[config.mk]
export PLATFORM = sky130hd
export DESIGN_NAME = mcu_uart_cmd_rx
export DESIGN_NICKNAME = d
export VERILOG_FILES = /design/src/rtl/mcu_uart_cmd_rx.sv
export SDC_FILE = /design/constraint.sdc
export NUM_CORES = 1
export LEC_CHECK = 0
export CAP_MARGIN = 20
export CORE_AREA = 2 2 115 117
export DETAILED_ROUTE_END_ITERATION = 7
export DIE_AREA = 0 0 117 119
export PLACE_DENSITY = 0.43
export REMOVE_ABC_BUFFERS = 1
export SLEW_MARGIN = 20
export SYNTH_ARGS = -nofsm -noshare
export SYNTH_HDL_FRONTEND = slang
export SYNTH_SLANG_ARGS = --single-unit
export TNS_END_PERCENT = 20
[constraint.sdc]
create_clock -name clk -period 3.3 [get_ports clk]
set_input_delay 0.33 -clock clk [delete_from_list [all_inputs] [get_ports clk]]
set_output_delay 0.33 -clock clk [all_outputs]
set_load 0.01 [all_outputs]
[src/rtl/mcu_uart_cmd_rx.sv]
// rtl/mcu_uart_cmd_rx.sv - 8N1 UART receiver and MCU command decoder (PTT, shutdown, aux byte)
module mcu_uart_cmd_rx #(
    parameter int CLKS_PER_BIT     = 6400,
    parameter int ARG_TIMEOUT_CLKS = 1228800
) (
    input  logic       clk,
    input  logic       i_Rst_L,
    input  logic       mcu_uart_rx,
    output logic [7:0] o_rx_byte,
    output logic       o_rx_dv,
    output logic       o_frame_err,
    output logic       o_ptt_req,
    output logic       o_shutdown_req,
    output logic [7:0] o_aux,
    output logic       o_aux_valid,
    output logic       o_cmd_err
);

    localparam int CW = $clog2(CLKS_PER_BIT) + 1;
    localparam int TW = $clog2(ARG_TIMEOUT_CLKS) + 1;

    localparam logic [CW-1:0] BIT_END  = CW'(CLKS_PER_BIT - 1);
    localparam logic [CW-1:0] HALF_END = CW'(CLKS_PER_BIT / 2 - 1);
    localparam logic [TW-1:0] TMO_END  = TW'(ARG_TIMEOUT_CLKS - 1);

    localparam logic [7:0] OP_PTT_ON  = 8'h25;
    localparam logic [7:0] OP_PTT_OFF = 8'h26;
    localparam logic [7:0] OP_SHUTDN  = 8'h27;
    localparam logic [7:0] OP_AUX     = 8'h28;

    typedef enum logic [2:0] {
        RX_IDLE,
        RX_START,
        RX_DATA,
        RX_STOP,
        RX_BREAK
    } rx_state_t;

    typedef enum logic {
        CMD_WAIT,
        ARG_WAIT
    } cmd_state_t;

    // ------------------------------------------------------------------
    // Input synchroniser
    // ------------------------------------------------------------------
    logic rx_meta_q, rx_meta_d;
    logic rx_s_q, rx_s_d;
    logic rx_s;

    // Two-flop synchroniser; preset high so reset looks like an idle line.
    always_ff @(posedge clk or negedge i_Rst_L) begin
        if (!i_Rst_L) begin
            rx_meta_q <= 1'b1;
            rx_s_q    <= 1'b1;
        end else begin
            rx_meta_q <= rx_meta_d;
            rx_s_q    <= rx_s_d;
        end
    end

    // Synchroniser shift path.
    always_comb begin
        rx_meta_d = mcu_uart_rx;
        rx_s_d    = rx_meta_q;
    end

    assign rx_s = rx_s_q;

    // ------------------------------------------------------------------
    // Receiver FSM
    // ------------------------------------------------------------------
    rx_state_t       rx_state_q, rx_state_d;
    logic [CW-1:0]   cnt_q, cnt_d;
    logic [2:0]      bit_idx_q, bit_idx_d;
    logic [7:0]      shift_q, shift_d;
    logic [7:0]      rx_byte_q, rx_byte_d;
    logic            rx_dv_q, rx_dv_d;
    logic            frame_err_q, frame_err_d;

    // Receiver state and datapath registers.
    always_ff @(posedge clk or negedge i_Rst_L) begin
        if (!i_Rst_L) begin
            rx_state_q  <= RX_IDLE;
            cnt_q       <= '0;
            bit_idx_q   <= '0;
            shift_q     <= '0;
            rx_byte_q   <= '0;
            rx_dv_q     <= 1'b0;
            frame_err_q <= 1'b0;
        end else begin
            rx_state_q  <= rx_state_d;
            cnt_q       <= cnt_d;
            bit_idx_q   <= bit_idx_d;
            shift_q     <= shift_d;
            rx_byte_q   <= rx_byte_d;
            rx_dv_q     <= rx_dv_d;
            frame_err_q <= frame_err_d;
        end
    end

    // Receiver next-state: start qualification at mid-bit, 8 data bits, stop check.
    always_comb begin
        rx_state_d = rx_state_q;
        case (rx_state_q)
            RX_IDLE: begin
                if (!rx_s) rx_state_d = RX_START;
            end
            RX_START: begin
                if (cnt_q == HALF_END) rx_state_d = rx_s ? RX_IDLE : RX_DATA;
            end
            RX_DATA: begin
                if (cnt_q == BIT_END && bit_idx_q == 3'd7) rx_state_d = RX_STOP;
            end
            RX_STOP: begin
                if (cnt_q == BIT_END) rx_state_d = rx_s ? RX_IDLE : RX_BREAK;
            end
            RX_BREAK: begin
                if (rx_s) rx_state_d = RX_IDLE;
            end
            default: rx_state_d = RX_IDLE;
        endcase
    end

    // Receiver datapath: bit counter, LSB-first shift, byte/frame-error pulses.
    always_comb begin
        cnt_d       = cnt_q;
        bit_idx_d   = bit_idx_q;
        shift_d     = shift_q;
        rx_byte_d   = rx_byte_q;
        rx_dv_d     = 1'b0;
        frame_err_d = 1'b0;
        case (rx_state_q)
            RX_IDLE: begin
                cnt_d     = '0;
                bit_idx_d = '0;
            end
            RX_START: begin
                if (cnt_q == HALF_END) cnt_d = '0;
                else                   cnt_d = cnt_q + CW'(1);
            end
            RX_DATA: begin
                if (cnt_q == BIT_END) begin
                    cnt_d     = '0;
                    shift_d   = {rx_s, shift_q[7:1]};
                    bit_idx_d = bit_idx_q + 3'd1;
                end else begin
                    cnt_d = cnt_q + CW'(1);
                end
            end
            RX_STOP: begin
                if (cnt_q == BIT_END) begin
                    cnt_d = '0;
                    if (rx_s) begin
                        rx_byte_d = shift_q;
                        rx_dv_d   = 1'b1;
                    end else begin
                        frame_err_d = 1'b1;
                    end
                end else begin
                    cnt_d = cnt_q + CW'(1);
                end
            end
            RX_BREAK: begin
                cnt_d = '0;
            end
            default: begin
                cnt_d     = '0;
                bit_idx_d = '0;
            end
        endcase
    end

    // ------------------------------------------------------------------
    // Command decoder FSM
    // ------------------------------------------------------------------
    cmd_state_t    cmd_state_q, cmd_state_d;
    logic [TW-1:0] tmo_cnt_q, tmo_cnt_d;
    logic [TW-1:0] tmo_inc;
    logic          tmo_hit;
    logic          ptt_q, ptt_d;
    logic          shutdown_q, shutdown_d;
    logic [7:0]    aux_q, aux_d;
    logic          aux_valid_q, aux_valid_d;
    logic          cmd_err_q, cmd_err_d;

    // The timeout fires on the edge where the counter would reach its limit,
    // which places o_cmd_err exactly ARG_TIMEOUT_CLKS cycles after the
    // opcode's o_rx_dv.
    assign tmo_inc = tmo_cnt_q + TW'(1);
    assign tmo_hit = (tmo_inc == TMO_END);

    // Decoder state and output registers.
    always_ff @(posedge clk or negedge i_Rst_L) begin
        if (!i_Rst_L) begin
            cmd_state_q <= CMD_WAIT;
            tmo_cnt_q   <= '0;
            ptt_q       <= 1'b0;
            shutdown_q  <= 1'b0;
            aux_q       <= '0;
            aux_valid_q <= 1'b0;
            cmd_err_q   <= 1'b0;
        end else begin
            cmd_state_q <= cmd_state_d;
            tmo_cnt_q   <= tmo_cnt_d;
            ptt_q       <= ptt_d;
            shutdown_q  <= shutdown_d;
            aux_q       <= aux_d;
            aux_valid_q <= aux_valid_d;
            cmd_err_q   <= cmd_err_d;
        end
    end

    // Decoder next-state: an arrived byte beats a simultaneous timeout.
    always_comb begin
        cmd_state_d = cmd_state_q;
        case (cmd_state_q)
            CMD_WAIT: begin
                if (rx_dv_q && rx_byte_q == OP_AUX) cmd_state_d = ARG_WAIT;
            end
            ARG_WAIT: begin
                if (rx_dv_q || frame_err_d || tmo_hit) cmd_state_d = CMD_WAIT;
            end
            default: cmd_state_d = CMD_WAIT;
        endcase
    end

    // Decoder outputs. A framing error while waiting for the argument is seen
    // on the detection cycle so o_cmd_err lines up with o_frame_err.
    always_comb begin
        tmo_cnt_d   = tmo_cnt_q;
        ptt_d       = ptt_q;
        shutdown_d  = 1'b0;
        aux_d       = aux_q;
        aux_valid_d = 1'b0;
        cmd_err_d   = 1'b0;
        case (cmd_state_q)
            CMD_WAIT: begin
                tmo_cnt_d = '0;
                if (rx_dv_q) begin
                    case (rx_byte_q)
                        OP_PTT_ON:  ptt_d      = 1'b1;
                        OP_PTT_OFF: ptt_d      = 1'b0;
                        OP_SHUTDN:  shutdown_d = 1'b1;
                        OP_AUX:     tmo_cnt_d  = '0;
                        default:    cmd_err_d  = 1'b1;
                    endcase
                end
            end
            ARG_WAIT: begin
                if (rx_dv_q) begin
                    aux_d       = rx_byte_q;
                    aux_valid_d = 1'b1;
                    tmo_cnt_d   = '0;
                end else if (frame_err_d || tmo_hit) begin
                    cmd_err_d = 1'b1;
                    tmo_cnt_d = '0;
                end else begin
                    tmo_cnt_d = tmo_inc;
                end
            end
            default: tmo_cnt_d = '0;
        endcase
    end

    assign o_rx_byte      = rx_byte_q;
    assign o_rx_dv        = rx_dv_q;
    assign o_frame_err    = frame_err_q;
    assign o_ptt_req      = ptt_q;
    assign o_shutdown_req = shutdown_q;
    assign o_aux          = aux_q;
    assign o_aux_valid    = aux_valid_q;
    assign o_cmd_err      = cmd_err_q;

endmodule

== After elaboration in Yosys (flattened, before gate mapping) ==
Index checks and enable logic that the tools add are counted.

* $add $sub $neg: 3
* Shift-type cells: 0
* Bitwise operators: 2
* Div/mod/pow operators: 0
* Reduce and logical (&&, ||, !) cells: 16
* Multiplexer cells: 36
* Equal/unequal tests: 18
* $lt $le $gt $ge: 0
* Multiply operators: 0

{| class="wikitable"
|+ Operator list
! kind !! count
|-
| $mux W22 || 2
|-
| $pmux W22 S2 || 1
|-
| $eq A8 B6 Y1 const B || 4
|-
| $mux W14 || 2
|-
| $pmux W14 S2 || 1
|-
| $add A22 B1 Y22 const B || 1
|-
| $eq A22 B21 Y1 const B || 1
|-
| $mux W3 || 7
|-
| $mux W1 || 17
|-
| $pmux W3 S5 || 1
|-
| $add A14 B1 Y14 const B || 1
|-
| $eq A14 B12 Y1 const B || 1
|-
| $eq A14 B13 Y1 const B || 1
|-
| $ne A2 B2 Y1 const B || 6
|-
| $eq A3 B2 Y1 const B || 2
|-
| $eq A3 B3 Y1 const B || 2
|-
| $pmux W1 S2 || 3
|-
| $pmux W3 S2 || 1
|-
| $reduce_and A2 Y1 || 3
|-
| $reduce_and A3 Y1 || 2
|-
| $reduce_and A5 Y1 || 1
|-
| $reduce_or A4 Y1 || 1
|-
| $add A3 B1 Y3 const B || 1
|-
| $eq A3 B1 Y1 const B || 1
|-
| other kinds (8) || 12
|}

* Output and inout bits: 22
* Logic and storage cells: 91
* RAM bits: 0
* ROM bits: 0
* Memories kept: 0
* Input port bits: 3
* Bits in latches: 0
* Flip-flop bits (word level): 75

== Logic depth before layout (Yosys ltp) ==
* Depth after elaboration: 7
* Mapped depth: 11
* Mapped depth without buffers: 8

== Worst setup path after synthesis ==
OpenSTA, ideal clock, no wires.

* Kind: flip-flop to flip-flop
* Start: register cnt_q[0]
* End: register rx_byte_q[0], in the netlist o_rx_byte[0]
* Path slack: 558 ps
* Clock period less this slack: 2742 ps
* Path buffers: 1
* Data required time: 3175 ps
* Setup time: 125 ps
* Data arrival time: 2617 ps
* Cell stages (with the launch flop): 8
* Path through: dfrtp_1 -> ha_1 -> or4b_1 -> or3_1 -> or2_1 -> buf_6 -> nor4_4 -> mux2_2

* Cells in the longest elaborated chain, start to end: 2

{| class="wikitable"
|+ Ends and longest elaborated chain
! what !! RTL line !! text
|-
| start, declared || 74 || <nowiki>logic [CW-1:0] cnt_q, cnt_d;</nowiki>
|-
| start signal, assigned || 93 || <nowiki>cnt_q <= cnt_d;</nowiki>
|-
| $eq A14 B13 Y1 || 152 || <nowiki>if (cnt_q == BIT_END) begin</nowiki>
|-
| $reduce_and A3 Y1 (no source line) || n/a ||
|-
| end signal, assigned || 96 || <nowiki>rx_byte_q <= rx_byte_d;</nowiki>
|-
| end, declared || 77 || <nowiki>logic [7:0] rx_byte_q, rx_byte_d;</nowiki>
|}

No other way between the ends.
A chain may end at the register's enable or synchronous reset.

== Final worst setup path ==
* Start: register tmo_cnt_q[1]
* End: register tmo_cnt_q[7]

* Cells in the longest elaborated chain, start to end: 6

{| class="wikitable"
|+ Ends and longest elaborated chain
! what !! RTL line !! text
|-
| start, declared || 178 || <nowiki>logic [TW-1:0] tmo_cnt_q, tmo_cnt_d;</nowiki>
|-
| start signal, assigned || 205 || <nowiki>tmo_cnt_q <= tmo_cnt_d;</nowiki>
|-
| $add A22 B1 Y22 * || 190 || <nowiki>assign tmo_inc = tmo_cnt_q + TW'(1);</nowiki>
|-
| $eq A22 B21 Y1 || 191 || <nowiki>assign tmo_hit = (tmo_inc == TMO_END);</nowiki>
|-
| $logic_or A1 B1 Y1 || 255 || <nowiki>end else if (frame_err_d || tmo_hit) begin</nowiki>
|-
| $mux W22 * || 255 ||
|-
| $mux W22 * || 251 || <nowiki>if (rx_dv_q) begin</nowiki>
|-
| $pmux W22 S2 * || 237 || <nowiki>case (cmd_state_q)</nowiki>
|-
| via tmo_cnt_d[7] || 178 ||
|}

The timed path passes the listed nets; every way through them passes the cells marked *.

==> impl_metrics.ini <==
[synth]
netlist_top_cells_area = dfrtp_1, mux2_2, nor2_1, xnor2_1, xor2_1
yosysSeqAreaShare_pct = 50.2
synth_area_per_cell_sq_um = 10.3
yosys_warnings = 0
yosysMostFrequentCell = dfrtp_1
async_flop_share_pct = 100
synth-edff-count = 0
synth_cell_types = 54
netlist.area_leader.share_pct = 48.8
netlist_instances = 365
synth_ff_type = dfrtp_1
yosys.area.top_type = dfrtp_1
syn_area_sq_um = 3750
synth-seq-cells = 75
synth_common_cells = dfrtp_1, nor2_1, nand2_1, nor3_1, mux2_2

[grt]
grt_start_max_net_pins = 76
grtUsageTotal_pct = 12.5
grt_pass1_vias = 2667
antenna_found_initial = 0
grt_overflow = 0
grt_pass1_wl_um = 13600

[die]
start_util_pct = 29.1
core_region_area_sq_um = 12900
ios = 25
die_w_um = 117
die_h_um = 119
dieArea_sq_um = 13900
rows = 42

[timing]
worstMarginPinSlew_ns = 0.956
drv_slew = 0
fin_skew_ns = 0.00338
period_minus_slack_ns = 2.91
rsz0062_at_grt = no
min_period_over_period_pct = 88.2
fmax_mhz = 344
report.final.hold_viol_count = 0
setup_viol = 0
tns_ns = 0
slew_headroom_pct = 36.2
worst_slack_ns = 0.391

[worst_setup_path]
start_kind = flop
reg2reg_from = tmo_cnt_q[1]
ff2ff_path_depth = 9
crit_type = reg2reg
reg2reg_slack_ns = 0.39
critPathRequiredTime_ns = 3.51
r2r_end = tmo_cnt_q[7]
cp_max_fo = 17
startpoint = tmo_cnt_q[1]
crit_arrival_ns = 3.12
cp-end-kind = flop
cp-endpoint = tmo_cnt_q[7]

[clock_network]
postCtsHoldBufs = 0
htreeDepth = 3
cts_sinks = 75
ctsResizeCount = 0
cts_tree = built
clk_path_buf_depth = 2
clk_latency_ns = 0.33
path_clk_slew_ns = 0.06
cts-root-buf = clkbuf_16
post_cts_buffers = 0
numCtsBuffers = 9

[min_path]
hp-class = in2async

[placement]
portBuffers = 24
pre_cts_slack_ns = 0.403
gp_congestion = 0.765
dp_hpwl_um = 5390
placed_cell_area_sq_um = 4180

[drt]
detail_route.vias_per_cell = 4.73
drt_iter0_drc = 164
drtPass1Iterations = 4
final_antenna_net_count = 0
wl_met1_um = 3990
wl_met3_um = 203
via_count = 2708
wl_met2_um = 3580
finalWirelength_um = 7890
wl_per_cell_um = 13.8
drc = 0
maxUsedRoutingLayer = met4

[cells_and_area]
area_delta_synth_final_pct = 21.4
insertedDiodeCount = 0
final_core_util_pct = 35.3
final_cell_area_sq_um = 4550
layout-drive-gt1-share_pct = 15.1
nets = 400

[flow_run]
maxCapViolCount = 0

[pwr]
p_per_area_nw_per_um2 = 472
p_leak_nw = 1.85
total_power_mw = 2.15
peakVddDrop_mv = 0.217

[outcome]
status = finished, final reports clean
## placed cells by master (no fill, tap or decap), types with 4 or more instances in the layout
cell	instances
mux2_2	24
and2_1	4
a21oi_1	7
a211o_1	4
nor3_1	25
nand3_1	13
nand4_1	9
xnor2_1	16
clkbuf_16	9
nand2_1	32
nor4_1	7
inv_1	10
a22oi_1	4
bufinv_16	4
and3_1	6
nor2_1	39
xor2_1	16
dfrtp_1	73
ha_1	5
clkdlybuf4s50_1	23
o21ai_0	9
buf_4	10
## through the flow
stage | hold WS, ns | instances
2_1_floorplan | 0.0344 | 348
3_3_place_gp | 0.347 | 557
3_5_place_dp | 0.351 | 557
4_1_cts | 0.185 | 573
5_1_grt | 0.229 | 573
6_report | 0.142 | 573
## per-layer routing
metal / up-vias / GRT usage (%)
li1: 1351 / -
met1: 1319 / 17.2
met2: 31 / 18.4
met3: 7 / 3.51
met4: 0 / 5.22
met5: - / 0
## kinds of logic after synthesis
group                      count (synthesis)  share of synthesized area (%)
DFF                                       75                           50.2
AOI/OAI and AO/OA                         40                           7.38
buffers and inverters                     27                           3.37
muxes                                     24                           7.21
adders and majority gates                  5                           1.67
xor gates and xnor gates                  32                           7.48
and+or+nand+nor                          162                           22.7
## report_power, final
group	internal, mW	total, mW	switching, mW
logic	0.00219	0.0205	0.0183
registers	0.922	0.924	0.00158
clock network	0.818	1.20	0.384
## sequential cells by signal, indices dropped and copies added (netlist names), 3 cells and up
name,count
tmo_cnt_q,22
o_aux,8
rx_state_q,3
bit_idx_q,3
shift_q,8
cnt_q,14
o_rx_byte,8
## how the worst min path moves through the flow
| stage | from | end | slack (ns) | depth (start not counted) |
|---|---|---|---|---|
| floorplan | i_Rst_L | bit_idx_q[0] | 0.03 | 0 |
| global placement | rx_meta_q | rx_s | 0.35 | 0 |
| detailed placement | rx_meta_q | rx_s | 0.35 | 0 |
| CTS | i_Rst_L | o_aux_valid | 0.19 | 1 |
| global route | i_Rst_L | o_aux[4] | 0.23 | 1 |
| finish | i_Rst_L | o_aux[4] | 0.14 | 1 |
## worst max-delay path: stages, from the launching register on
cell	delay, ns
dfrtp_1	0.51
ha_1	0.40
nand2_1	0.26
nor3_1	0.27
xnor2_1	0.12
a2111oi_0	0.55
buf_4	0.22
and3_1	0.14
buf_4	0.23
nor3_1	0.08
## layout make-up
cell class	count	area (sq um)
Clock buffer	10	229
Fill cell	1301	8330
Sequential cell	75	1880
Clock inverter	6	136
Timing Repair Buffer	33	305
Multi-Input combinational cell	263	1740
Tap cell	176	220
Inverter	10	37.5
Note: power is estimated with default switching activity, not from simulation.
